$ cat src/rtl/stopwatch_pkg.sv
// Shared types and constants for the stopwatch lap core.
//   state_t      : FSM state encoding, also driven out on o_state
//   time_t       : displayed/live time, five packed BCD digits {m10, m1, s10, s1, t}
//   digit_mod()  : modulus of each digit position, index 0 = tenths
//   presc_width(): register width needed to count 0..presc-1
package stopwatch_pkg;

  typedef enum logic [1:0] {
    StIdle = 2'd0,
    StRun  = 2'd1,
    StLap  = 2'd2,
    StStop = 2'd3
  } state_t;

  typedef struct packed {
    logic [3:0] m10;
    logic [3:0] m1;
    logic [3:0] s10;
    logic [3:0] s1;
    logic [3:0] t;
  } time_t;

  localparam int unsigned ModT   = 10;
  localparam int unsigned ModS1  = 10;
  localparam int unsigned ModS10 = 6;
  localparam int unsigned ModM1  = 10;
  localparam int unsigned ModM10 = 6;

  localparam time_t TimeZero = '{m10: 4'd0, m1: 4'd0, s10: 4'd0, s1: 4'd0, t: 4'd0};
  localparam time_t TimeOne  = '{m10: 4'd0, m1: 4'd0, s10: 4'd0, s1: 4'd0, t: 4'd1};
  localparam time_t TimeMax  = '{m10: 4'd5, m1: 4'd9, s10: 4'd5, s1: 4'd9, t: 4'd9};

  function automatic int unsigned digit_mod(int unsigned idx);
    case (idx)
      0:       return ModT;
      1:       return ModS1;
      2:       return ModS10;
      3:       return ModM1;
      default: return ModM10;
    endcase
  endfunction

  function automatic int unsigned presc_width(int unsigned presc);
    return (presc <= 2) ? 1 : $clog2(presc);
  endfunction

endpackage

$ cat src/rtl/bcd_digit_counter.sv
// One BCD digit of the stopwatch chain, counting 0..MOD-1 up or down.
//   i_clk, i_reset : clock, synchronous active-high reset
//   i_clr          : zero the digit (highest priority after reset)
//   i_load/i_value : load a preset digit, clamped to MOD-1
//   i_en           : advance by one this edge
//   i_down         : direction, 1 = decrement with borrow
//   o_digit        : current digit
//   o_carry        : carry/borrow to the next digit (terminal count AND i_en)
module bcd_digit_counter #(
  parameter int unsigned MOD = 10
) (
  input  logic       i_clk,
  input  logic       i_reset,
  input  logic       i_clr,
  input  logic       i_en,
  input  logic       i_down,
  input  logic       i_load,
  input  logic [3:0] i_value,
  output logic [3:0] o_digit,
  output logic       o_carry
);

  localparam logic [3:0] Max = 4'(MOD - 1);

  logic [3:0] digit_q, digit_d;
  logic       at_end;

  assign at_end = i_down ? (digit_q == 4'd0) : (digit_q == Max);

  always_comb begin
    digit_d = digit_q;
    if (i_clr) begin
      digit_d = 4'd0;
    end else if (i_load) begin
      digit_d = (i_value > Max) ? Max : i_value;
    end else if (i_en) begin
      if (at_end) begin
        digit_d = i_down ? Max : 4'd0;
      end else begin
        digit_d = i_down ? (digit_q - 4'd1) : (digit_q + 4'd1);
      end
    end
  end

  always_ff @(posedge i_clk) begin
    if (i_reset) begin
      digit_q <= 4'd0;
    end else begin
      digit_q <= digit_d;
    end
  end

  assign o_digit = digit_q;
  assign o_carry = at_end && i_en;

endmodule

$ cat src/rtl/stopwatch_lap_core.sv
// Stopwatch core: start/stop, lap freeze and clear, counting MM:SS.t in BCD from a single
// clock with one prescaler tick enable and a cascaded BCD digit chain.
// Optional build macro STOPWATCH_COUNTDOWN_EN adds preset load and down-counting.
//   i_clk, i_reset : clock, synchronous active-high reset
//   i_start_stop   : pulse, toggle run/stop
//   i_lap          : pulse, capture/refresh lap value (IDLE: load preset when countdown built)
//   i_clear        : pulse, back to IDLE with time, lap and prescaler zeroed
//   i_down         : (countdown build) direction, sampled on entry to RUN
//   i_preset       : (countdown build) BCD preset {m10, m1, s10, s1, t}
//   o_digits       : lap value in LAP, live value otherwise
//   o_running      : RUN or LAP
//   o_lap_active   : LAP
//   o_tick         : one-cycle pulse after each prescaler rollover
//   o_overflow     : wrap/zero-reach pulse, or sticky saturation flag when WRAP = 0
//   o_state        : state_t encoding
module stopwatch_lap_core
  import stopwatch_pkg::*;
#(
  parameter int unsigned CLK_HZ  = 50_000_000,
  parameter int unsigned TICK_HZ = 10,
  parameter int unsigned WRAP    = 1
) (
  input  logic        i_clk,
  input  logic        i_reset,
  input  logic        i_start_stop,
  input  logic        i_lap,
  input  logic        i_clear,
`ifdef STOPWATCH_COUNTDOWN_EN
  input  logic        i_down,
  input  logic [19:0] i_preset,
`endif
  output logic [19:0] o_digits,
  output logic        o_running,
  output logic        o_lap_active,
  output logic        o_tick,
  output logic        o_overflow,
  output logic [1:0]  o_state
);

  localparam int unsigned Presc  = CLK_HZ / TICK_HZ;
  localparam int unsigned PrescW = presc_width(Presc);
  localparam logic [PrescW-1:0] PrescMax = PrescW'(Presc - 1);

  state_t            state_q, state_d, state_base;
  logic [PrescW-1:0] presc_q, presc_d;
  time_t             lap_q, lap_d, live;
  logic              tick_q, ovf_pulse_q, ovf_pulse_d, ovf_sticky_q, ovf_sticky_d;
  logic              zero_all, capture, load_preset;
  logic              counting, tick_ev, sat, zero_hit, chain_en;
  logic              down_d;
  logic [19:0]       preset_digits;
  logic [4:0][3:0]   live_digits;
  logic [5:0]        en_chain;

`ifdef STOPWATCH_COUNTDOWN_EN
  localparam bit CountdownEn = 1'b1;
  logic down_q;

  // Direction is latched on every entry into RUN; a tick on that same edge already uses it.
  assign down_d        = ((state_base == StRun) && (state_q != StRun)) ? i_down : down_q;
  assign preset_digits = i_preset;

  always_ff @(posedge i_clk) begin
    if (i_reset) begin
      down_q <= 1'b0;
    end else begin
      down_q <= down_d;
    end
  end
`else
  localparam bit CountdownEn = 1'b0;
  assign down_d        = 1'b0;
  assign preset_digits = 20'd0;
`endif

  // Pulse-driven transitions, priority clear > start/stop > lap.
  always_comb begin
    state_base  = state_q;
    zero_all    = 1'b0;
    capture     = 1'b0;
    load_preset = 1'b0;
    if (i_clear) begin
      state_base = StIdle;
      zero_all   = 1'b1;
    end else if (i_start_stop) begin
      unique case (state_q)
        StIdle, StStop: state_base = StRun;
        StRun, StLap:   state_base = StStop;
        default:        state_base = state_q;
      endcase
    end else if (i_lap) begin
      unique case (state_q)
        StIdle: load_preset = CountdownEn;
        StRun: begin
          state_base = StLap;
          capture    = 1'b1;
        end
        StLap:  capture = 1'b1;
        StStop: begin
          state_base = StIdle;
          zero_all   = 1'b1;
        end
        default: state_base = state_q;
      endcase
    end
  end

  // The prescaler advances on every edge that lands in RUN/LAP, including the start edge,
  // so the first tick comes Presc edges after start and a stop/restart loses nothing.
  assign counting = (state_base == StRun) || (state_base == StLap);
  assign tick_ev  = counting && (presc_q == PrescMax);
  assign sat      = tick_ev && !down_d && (live == TimeMax) && (WRAP == 0);
  assign zero_hit = tick_ev && down_d && ((live == TimeOne) || (live == TimeZero));
  // Counting down from zero would borrow round to 59:59.9; hold instead.
  assign chain_en = tick_ev && !sat && !(down_d && (live == TimeZero));

  always_comb begin
    state_d = state_base;
    if (sat || zero_hit) begin
      state_d = StStop;
    end

    presc_d = presc_q;
    if (zero_all) begin
      presc_d = '0;
    end else if (counting) begin
      presc_d = tick_ev ? '0 : (presc_q + 1'b1);
    end

    lap_d = lap_q;
    if (zero_all) begin
      lap_d = TimeZero;
    end else if (capture) begin
      lap_d = live;
    end

    // en_chain[5] is the carry out of m10, i.e. 59:59.9 wrapping to zero.
    ovf_pulse_d  = en_chain[5] || zero_hit;
    ovf_sticky_d = i_clear ? 1'b0 : (ovf_sticky_q || sat);
  end

  assign en_chain[0] = chain_en;

  for (genvar i = 0; i < 5; i++) begin : g_digit
    bcd_digit_counter #(
      .MOD(digit_mod(i))
    ) u_digit (
      .i_clk   (i_clk),
      .i_reset (i_reset),
      .i_clr   (zero_all),
      .i_en    (en_chain[i]),
      .i_down  (down_d),
      .i_load  (load_preset),
      .i_value (preset_digits[4*i +: 4]),
      .o_digit (live_digits[i]),
      .o_carry (en_chain[i+1])
    );
  end

  assign live = time_t'(live_digits);

  always_ff @(posedge i_clk) begin
    if (i_reset) begin
      state_q      <= StIdle;
      presc_q      <= '0;
      lap_q        <= TimeZero;
      tick_q       <= 1'b0;
      ovf_pulse_q  <= 1'b0;
      ovf_sticky_q <= 1'b0;
    end else begin
      state_q      <= state_d;
      presc_q      <= presc_d;
      lap_q        <= lap_d;
      tick_q       <= tick_ev;
      ovf_pulse_q  <= ovf_pulse_d;
      ovf_sticky_q <= ovf_sticky_d;
    end
  end

  // Mux of registers only; no path from the pulse inputs.
  assign o_digits     = (state_q == StLap) ? lap_q : live;
  assign o_running    = (state_q == StRun) || (state_q == StLap);
  assign o_lap_active = (state_q == StLap);
  assign o_tick       = tick_q;
  assign o_overflow   = ovf_pulse_q || ovf_sticky_q;
  assign o_state      = state_q;

endmodule

$ cat config.mk
export PLATFORM = sky130hd
export DESIGN_NAME = stopwatch_lap_core
export DESIGN_NICKNAME = d
export VERILOG_FILES = /design/src/rtl/stopwatch_pkg.sv /design/src/rtl/bcd_digit_counter.sv /design/src/rtl/stopwatch_lap_core.sv
export SDC_FILE = /design/constraint.sdc
export NUM_CORES = 1
export LEC_CHECK = 0
export BUFFER_PORTS_ARGS = -buffer_cell sky130_fd_sc_hd__buf_4
export CAP_MARGIN = 20
export CELL_PAD_IN_SITES_DETAIL_PLACEMENT = 1
export CELL_PAD_IN_SITES_GLOBAL_PLACEMENT = 2
export CORE_UTILIZATION = 36
export DETAILED_ROUTE_END_ITERATION = 8
export PLACE_DENSITY_LB_ADDON = 0.15
export SLEW_MARGIN = 10
export SYNTH_ARGS = -nofsm -noshare
export SYNTH_HDL_FRONTEND = slang
export SYNTH_SLANG_ARGS = --single-unit
$ cat constraint.sdc
create_clock -name i_clk -period 2.5 [get_ports i_clk]
set_input_delay 0.375 -clock i_clk [delete_from_list [all_inputs] [get_ports i_clk]]
set_output_delay 0.375 -clock i_clk [all_outputs]
set_load 0.05 [all_outputs]
==> summary.md, run 1 <==
| Metric | Value |
|---|---|
| Status | `complete, no violations` |
| Critical Path RT | `between 2 and 3 ns` |
| Final hold vios | `0` |
| Hold Crit Start | `i_reset` |
| Switch Pwr | `between 500 and 600 µW` |
| Min Tclk post-route | `around 2.3 ns` |
| Initial DRT Pass Iterations | `4` |
| Final ANT Viol Nets | `0` |
| Antenna cells | `0` |
| Clk_lat worst skew | `0.35 ns` |
| Layout cell share with drive strength beyond 1 | `19.96%` |
| Total grt overflow | `0` |
| CP Launch Point | `presc_q[0]$_SDFFE_PP0P_` |
| Maximum clock frequency | `about 0.43 GHz` |
| Synth Cell Area | `roughly 0.0036 mm²` |
| Die Span Y | `between 100 and 150 µm` |
| Initial Util | `36.97%` |
| RSZ-0062 raised after global routing | `no` |
| Worst path max stage delay | `just under 0.5 ns` |
| GR Util All Layers | `20.96%` |
| Leak | `between 0.001 and 0.0015 µW` |
| Routed via count | `3,233` |
| GP Congestion | `between 0.7 and 0.8` |
| WL final | `10,040 µm` |
| TritonCTS clock tree | `yes` |
| Post-synth EDFFs | `0` |
| Critical path startpoint category | `flip-flop` |
| Int Power | `between 1500 and 2000 µW` |
| Reg-to-reg slack, setup | `about 0.17 ns` |
| Synth warn | `0` |
| Die X-Extent | `102.0 µm` |
| Initial DRC count | `between 100 and 150` |
| Buffers on Ports | `30` |
| WL/cell | `around 17 µm` |
| Kind of critical path | `flip-flop to flip-flop` |
| Top-count cell post-synth | `nand2_1` |
| Synth Area per Inst | `8.385 µm²` |
| H-tree levels | `3` |
| Yosys top cell area share | `37.29%` |
| Net Count, Synth | `roughly 440` |
| Setup bufs post-CTS | `0` |
| NumNets Final | `approximately 460` |
| Peak supply drop | `between 0.0002 and 0.00025 V` |
| Largest cells by area after synthesis | `dfxtp_1 37%, nand2_1 7.1%, a21oi_1 5.3%` |
| First-pass GRT wire length | `approximately 17,000 µm` |
| Synth async-reset ratio | `0%` |
| Arr. time, crit path | `between 2 and 3 ns` |
| Clock network power share | `approximately 44%` |
| CTS Buf Count | `9` |
| Die area | `0.01040 mm²` |
| Slew HR | `between 50% and 60%` |
| Slowest cell on the critical path | `or4_1` |
| Crit end category | `flip-flop` |
| Worst-path cell chain | `ha_1 > nand2b_1 > a211oi_4 > buf_4 > nand3b_4 > or4_1 > a21oi_1` |
| Max_cap viols | `0` |
| Clock Skew | `about 0.0084 ns` |
| CP max FO | `7` |
| CTS clk-pin slew, worst paths | `~0.070 ns` |
| Slew @ Worst Pin | `0.7147 ns` |
| Net Sw Frac | `between 20 and 25%` |
| DR DRC count | `0` |
| FF+latch count, synth | `67` |
| Cells after Synth | `429` |
| Clock Tree Buf Depth | `2` |
| Layout area overhead | `16.14%` |
| Worst setup margin | `0.1690 ns` |
| Core Region | `0.009729 mm²` |
| Post-DP HPWL | `7089 µm` |
| Vias in the first global route | `about 3,200` |
| Number of cell rows | `36` |
| CTS sink count | `67` |
| Flop pwr share | `between 50% and 60%` |
| Netlist cell types | `58` |
| Setup TNS Final | `0 ns` |
| Root Driver | `clkbuf_8` |
| # setup viols final | `0` |
| Top FF cell, synth | `dfxtp_1` |
| Post-place setup slack | `0.1347 ns` |
| Filler cells | `between 1,000 and 1,500` |
| Top cells by count, synth | `68 x nand2_1, 67 x dfxtp_1, 38 x a21oi_1` |
| Sequential area share after synthesis | `between 30% and 40%` |
| RR Startpoint | `presc_q[0]$_SDFFE_PP0P_` |
| Final period utilization | `between 90% and 100%` |
| Largest net degree at the start of global routing | `27` |
| Ports | `31` |
| Vias per cell | `roughly 5.4` |
| Antenna violations before repair | `0` |
| Pwr per Cell Area | `501.5 mW/mm²` |
| Pins over their slew limit | `0` |
| Gate power share | `5.3%` |
| Area leader, netlist | `dfxtp_1` |
| HP Class | `primary input to flip-flop` |
==> final timing paths <==
path / to / cells past startpoint
worst max-delay path: g_digit[1].u_digit.o_digit[1]$_SDFFE_PP0N_ / 7
worst min-delay path: o_state[0]$_SDFF_PP0_ / 2
worst max register to register: g_digit[1].u_digit.o_digit[1]$_SDFFE_PP0N_ / 7
worst min register to register: lap_q[8]$_SDFFE_PP0P_ / 2
==> worst max-delay path: cells and delay by family (launching register included) <==
family | cells | cell delay, ns
and+or+nand+nor | 3 | 0.78
buffers and inverters | 1 | 0.22
DFF | 1 | 0.39
adders and majority gates | 1 | 0.27
AOI/OAI and AO/OA | 2 | 0.61
==> logic make-up after synthesis <==
logic type	after synthesis	synth area share, %
flops	67	37.29
compound gates	81	15.34
simple gates	205	31.48
xor+xnor	14	3.409
mux	26	7.757
fa+ha+maj	3	1.044
buf+inv	33	3.687
==> through the flow <==
| stage | std cells | area [µm²] | util [%] | hold slack (ns) | total power (µW) |
|---|---|---|---|---|---|
| after floorplan | 429 | 3602 | - | 0.4329 | 1167 |
| after global placement | 578 | 3974 | 40.84 | 0.4385 | 1204 |
| after detailed placement | 578 | 3974 | 40.84 | 0.4469 | 1205 |
| after CTS | 594 | 4168 | 42.84 | 0.2725 | 2129 |
| after global routing | 594 | 4178 | 42.94 | 0.2682 | 2204 |
| final | 594 | 4178 | 42.94 | 0.2765 | 2095 |
==> power groups by stage <==
| stage | clock [µW] | sequential (µW) | combinational (µW) |
|---|---|---|---|
| 3_5_place_dp | 0 | 1100 | 109 |
| 2_1_floorplan | 0 | 1100 | 67.5 |
| 3_3_place_gp | 0 | 1100 | 108 |
| 6_report | 914 | 1070 | 110 |
| 4_1_cts | 948 | 1070 | 110 |
| 5_1_grt | 1010 | 1070 | 121 |
==> flip-flops by register name (all words and copies together), names as in the netlist <==
signal and count:
presc_q 23, o_tick 1, ovf_pulse_q 1, o_state 2
lap_q 20, g_digit.u_digit.o_digit 20
==> cell type report <==
class / count / area [µm²] / share of cell area [%]
clock buffer: 11 / 141.4 / 3.384
clock inverter: 5 / 52.55 / 1.258
inverter: 8 / 30.03 / 0.7188
multi-input combinational: 329 / 2136 / 51.12
sequential: 67 / 1344 / 32.17
tap: 133 / 166.4 / 3.983
timing repair buffer: 41 / 307.8 / 7.367
==> repair_timing <==
action,CTS,global route
setup endpoints to repair,0,4
hold buffers,0,0
gates resized for setup,0,1
==> layer usage <==
metal  track usage (%)  part of all wire (%)  up-vias  wire length, µm
met3             4.309                   2.5        9              251
li1                  -                     -     1600                -
met2             33.56                    46       35             4644
met4             6.374                   1.1        0              113
met5                 0                     0        -                0
met1             28.34                    50     1589             5026
==> cell usage in the layout (no fill, tap or decap), drive strengths merged, types with 4 or more instances in the layout <==
master / netlist / layout
a2111oi: 4 / 4
a211oi: 4 / 4
a21oi: 38 / 38
a31oi: 4 / 4
and2: 5 / 5
and3: 7 / 7
buf: 10 / 41
clkbuf: 15 / 11
dfxtp: 67 / 67
inv: 8 / 8
mux2: 15 / 15
mux2i: 11 / 11
nand2: 68 / 68
nand2b: 8 / 8
nand3: 9 / 9
nand3b: 5 / 5
nand4: 18 / 18
nor2: 28 / 28
nor2b: 9 / 9
nor3: 13 / 13
nor4: 11 / 11
o21ai: 16 / 16
or4: 5 / 5
xnor2: 11 / 11
Power figures use the tool's default switching activity.
==> run 2, diff against run 1 <==
ABC_AREA = 1   (was not set)
CORE_UTILIZATION = 33   (was 36)
SKIP_CTS_REPAIR_TIMING = 1   (was not set)
clock period = 2.2 ns   (was 2.5 ns; I/O delays follow)
==> run 2 against run 1 <==
Sequential share of layout area is 0.93 points lower. Final cell count is 18% higher. Clock power is 19% higher. Fmax is 15% higher. Cell area is 2.8% higher. Sequential power is 14% higher. Critical path type unchanged.
==> summary.md, run 2 <==
| Metric | Value |
|---|---|
| Yosys top cell area share | `38.05% (was 37.29%)` |
| Vias per cell | `5.006 (was 5.443)` |
| CTS clk-pin slew, worst paths | `0.08 ns (was 0.07 ns)` |
| WL/cell | `14.44 µm (was 16.89 µm)` |
| Clock Tree Buf Depth | `2 (unchanged)` |
| # setup viols final | `0 (unchanged)` |
| Die area | `0.01110 mm² (was 0.01040 mm²)` |
| Post-DP HPWL | `7649 µm (was 7089 µm)` |
| Final period utilization | `92.15% (was 93.24%)` |
| Tot Pwr | `2475 µW (was 2095 µW)` |
| Net Count, Synth | `524 (was 437)` |
| Reg with most FFs | `presc_q (unchanged)` |
| TritonCTS clock tree | `yes (unchanged)` |
| Vias in the first global route | `3,518 (was 3,157)` |
| DR DRC count | `0 (unchanged)` |
| Die Span Y | `105.3 µm (was 102.0 µm)` |
| Final hold vios | `0 (unchanged)` |
| Slowest cell on the critical path | `dfxtp_1 (was or4_1)` |
| Worst-path cell chain | `inv_1 > ha_2 > o21ai_2 > nand3_2 > nand2_1 > nand2_2 > buf_4 > nand3_2 > nor2_4 > nand4_1 > nand3_1 > nand2_1 (was ha_1 > nand2b_1 > a211oi_4 > buf_4 > nand3b_4 > or4_1 > a21oi_1)` |
| Top cells by count, synth | `107 x nand2_1, 67 x dfxtp_1, 55 x o21ai_0 (was 68 x nand2_1, 67 x dfxtp_1, 38 x a21oi_1)` |
| Largest register FFs | `23 (unchanged)` |
| Initial DRC count | `82 (was 103)` |
| Synth Cell Area | `0.003525 mm² (was 0.003597 mm²)` |
| Slew @ Worst Pin | `0.6170 ns (was 0.7147 ns)` |
| Area leader, netlist | `dfxtp_1 (unchanged)` |
| Worst setup margin | `0.1727 ns (was 0.1690 ns)` |
| Synth warn | `0 (unchanged)` |
| Sequential area share after synthesis | `38.05% (was 37.29%)` |
| GR Util All Layers | `19.70% (was 20.96%)` |
| CTS Buf Count | `9 (unchanged)` |
| Post-place setup slack | `0.09725 ns (was 0.1347 ns)` |
| Min Tclk post-route | `2.027 ns (was 2.331 ns)` |
| Hold_ws | `0.2072 ns (was 0.2765 ns)` |
| Netlist cell types | `39 (was 58)` |
| Post-synth EDFFs | `0 (unchanged)` |
| Clock Skew | `0.01109 ns (was 0.008429 ns)` |
| Commonest non-fill, non-tap cell in the layout | `nand2_1 (unchanged)` |
| WL final | `10,120 µm (was 10,040 µm)` |
| Worst path max stage delay | `0.36 ns (was 0.49 ns)` |
| Initial Util | `34.14% (was 36.97%)` |
| RR Startpoint | `o_state[0]$_SDFF_PP0_ (was presc_q[0]$_SDFFE_PP0P_)` |
| GP Congestion | `0.8252 (was 0.7375)` |
| Clk_lat worst skew | `0.35 ns (about the same)` |
| Number of cell rows | `37 (was 36)` |
| Maximum clock frequency | `0.4933 GHz (was 0.4290 GHz)` |
| Synth Area per Inst | `6.831 µm² (was 8.385 µm²)` |
| Cells after Synth | `516 (was 429)` |
| Initial DRT Pass Iterations | `4 (unchanged)` |
| Largest cells by area after synthesis | `dfxtp_1 38%, nand2_1 11%, o21ai_0 7.8% (was dfxtp_1 37%, nand2_1 7.1%, a21oi_1 5.3%)` |
| Die X-Extent | `105.3 µm (was 102.0 µm)` |
| RSZ-0062 raised after global routing | `no (unchanged)` |
| Setup TNS Final | `0 ns (unchanged)` |
| Arr. time, crit path | `2.28 ns (was 2.61 ns)` |
| Antenna violations before repair | `0 (unchanged)` |
| Top-count cell post-synth | `nand2_1 (unchanged)` |
| Largest net degree at the start of global routing | `42 (was 27)` |
| Peak supply drop | `0.0002881 V (was 0.0002304 V)` |
| Slew HR | `58.82% (was 51.12%)` |
| H-tree levels | `3 (unchanged)` |
| Root Driver | `clkbuf_8 (unchanged)` |
| First-pass GRT wire length | `17,440 µm (was 16,550 µm)` |
| Kind of critical path | `flip-flop to flip-flop (unchanged)` |
| Pwr per Cell Area | `576.4 mW/mm² (was 501.5 mW/mm²)` |
| FF+latch count, synth | `67 (unchanged)` |
| Max_cap viols | `0 (unchanged)` |
| Synth async-reset ratio | `0% (unchanged)` |
| Total grt overflow | `0 (unchanged)` |
| Pins over their slew limit | `0 (unchanged)` |
| Ports | `31 (unchanged)` |
| Crit end category | `flip-flop (unchanged)` |
| Top FF cell, synth | `dfxtp_1 (unchanged)` |
| Layout Utilization | `41.60% (was 42.94%)` |
| Routed via count | `3,509 (was 3,233)` |
| CTS sink count | `67 (unchanged)` |
| NumNets Final | `568 (was 464)` |
| CP max FO | `7 (unchanged)` |
| Most frequent cells in the layout | `107 x nand2_1, 67 x dfxtp_1, 51 x inv_1, 51 x a21oi_1, 49 x nor2_1 (was 68 x nand2_1, 65 x dfxtp_1, 41 x buf_4, 38 x a21oi_1, 28 x nor2_1)` |
| Hold Crit Start | `i_reset (unchanged)` |
| Layout area overhead | `21.83% (was 16.14%)` |
| CP Launch Point | `o_state[0]$_SDFF_PP0_ (was presc_q[0]$_SDFFE_PP0P_)` |
| Status | `complete, no violations (unchanged)` |
| Leak | `0.001573 µW (was 0.001382 µW)` |
| Critical Path RT | `2.46 ns (was 2.78 ns)` |
| Antenna cells | `0 (unchanged)` |
| Core Region | `0.01032 mm² (was 0.009729 mm²)` |
| Final ANT Viol Nets | `0 (unchanged)` |
| Layout cell share with drive strength beyond 1 | `22.30% (was 19.96%)` |
| HP Class | `primary input to flip-flop (unchanged)` |
| Critical path startpoint category | `flip-flop (unchanged)` |
| Buffers on Ports | `30 (unchanged)` |
-- run 2: cell families after synthesis --
logic type | after synthesis | share of synthesized area, %
AND/OR/NAND/NOR | 244 | 33.12
XOR/XNOR | 4 | 0.9939
flip-flops | 67 | 38.05
AO/OA/AOI/OAI | 124 | 18.49
buffers and inverters | 74 | 8.271
adder cells (fa/ha/maj) | 3 | 1.065
-- run 2: area by class of cell --
cell class,count,area (µm²)
fillers,1325,6030
multi-input cells,375,1981
flip-flops and latches,67,1341
repair buffers,48,372.9
inverters,59,225.2
well taps,136,170.2
clock buffers,11,141.4
clock inverters,5,62.56
-- run 2: path summary, 6_finish.rpt --
| check | end | slack [ns] | cells after the start |
|---|---|---|---|
| worst min-delay path | o_state[0]$_SDFF_PP0_ | 0.21 | 2 |
| worst min register to register | g_digit[4].u_digit.o_digit[2]$_SDFFE_PP0P_ | 0.49 | 2 |
| worst max-delay path | g_digit[4].u_digit.o_digit[1]$_SDFFE_PP0P_ | 0.17 | 12 |
| worst max register to register | g_digit[4].u_digit.o_digit[1]$_SDFFE_PP0P_ | 0.17 | 12 |
-- run 2: per-stage QoR --
stage	cell area [µm²]	cells
after floorplan	3605	516
after global placement	4084	685
after detailed placement	4084	685
after CTS	4288	701
after global routing	4294	701
final	4294	701
-- run 2: critical path: cells and delay by family (launching register included) --
family,cells,cell delay [ns]
and+or+nand+nor,8,0.88
DFF,1,0.36
adders and majority gates,1,0.36
buffers and inverters,2,0.25
AOI/OAI and AO/OA,1,0.08
-- run 2: power breakdown --
group	internal, µW	total, µW	switching, µW	leakage [µW]
combinational	54.1	163	109	0.000937
sequential	1220	1220	4.56	0.000540
clock	559	1090	531	0.0000957
-- run 2: metal layers --
metal / up-vias / routed length (µm) / GRT usage [%]
li1: 1799 / - / -
met1: 1657 / 5300 / 27.85
met2: 41 / 4473 / 30.22
met3: 12 / 192 / 2.721
met4: 0 / 156 / 7.545
met5: - / 0 / 0
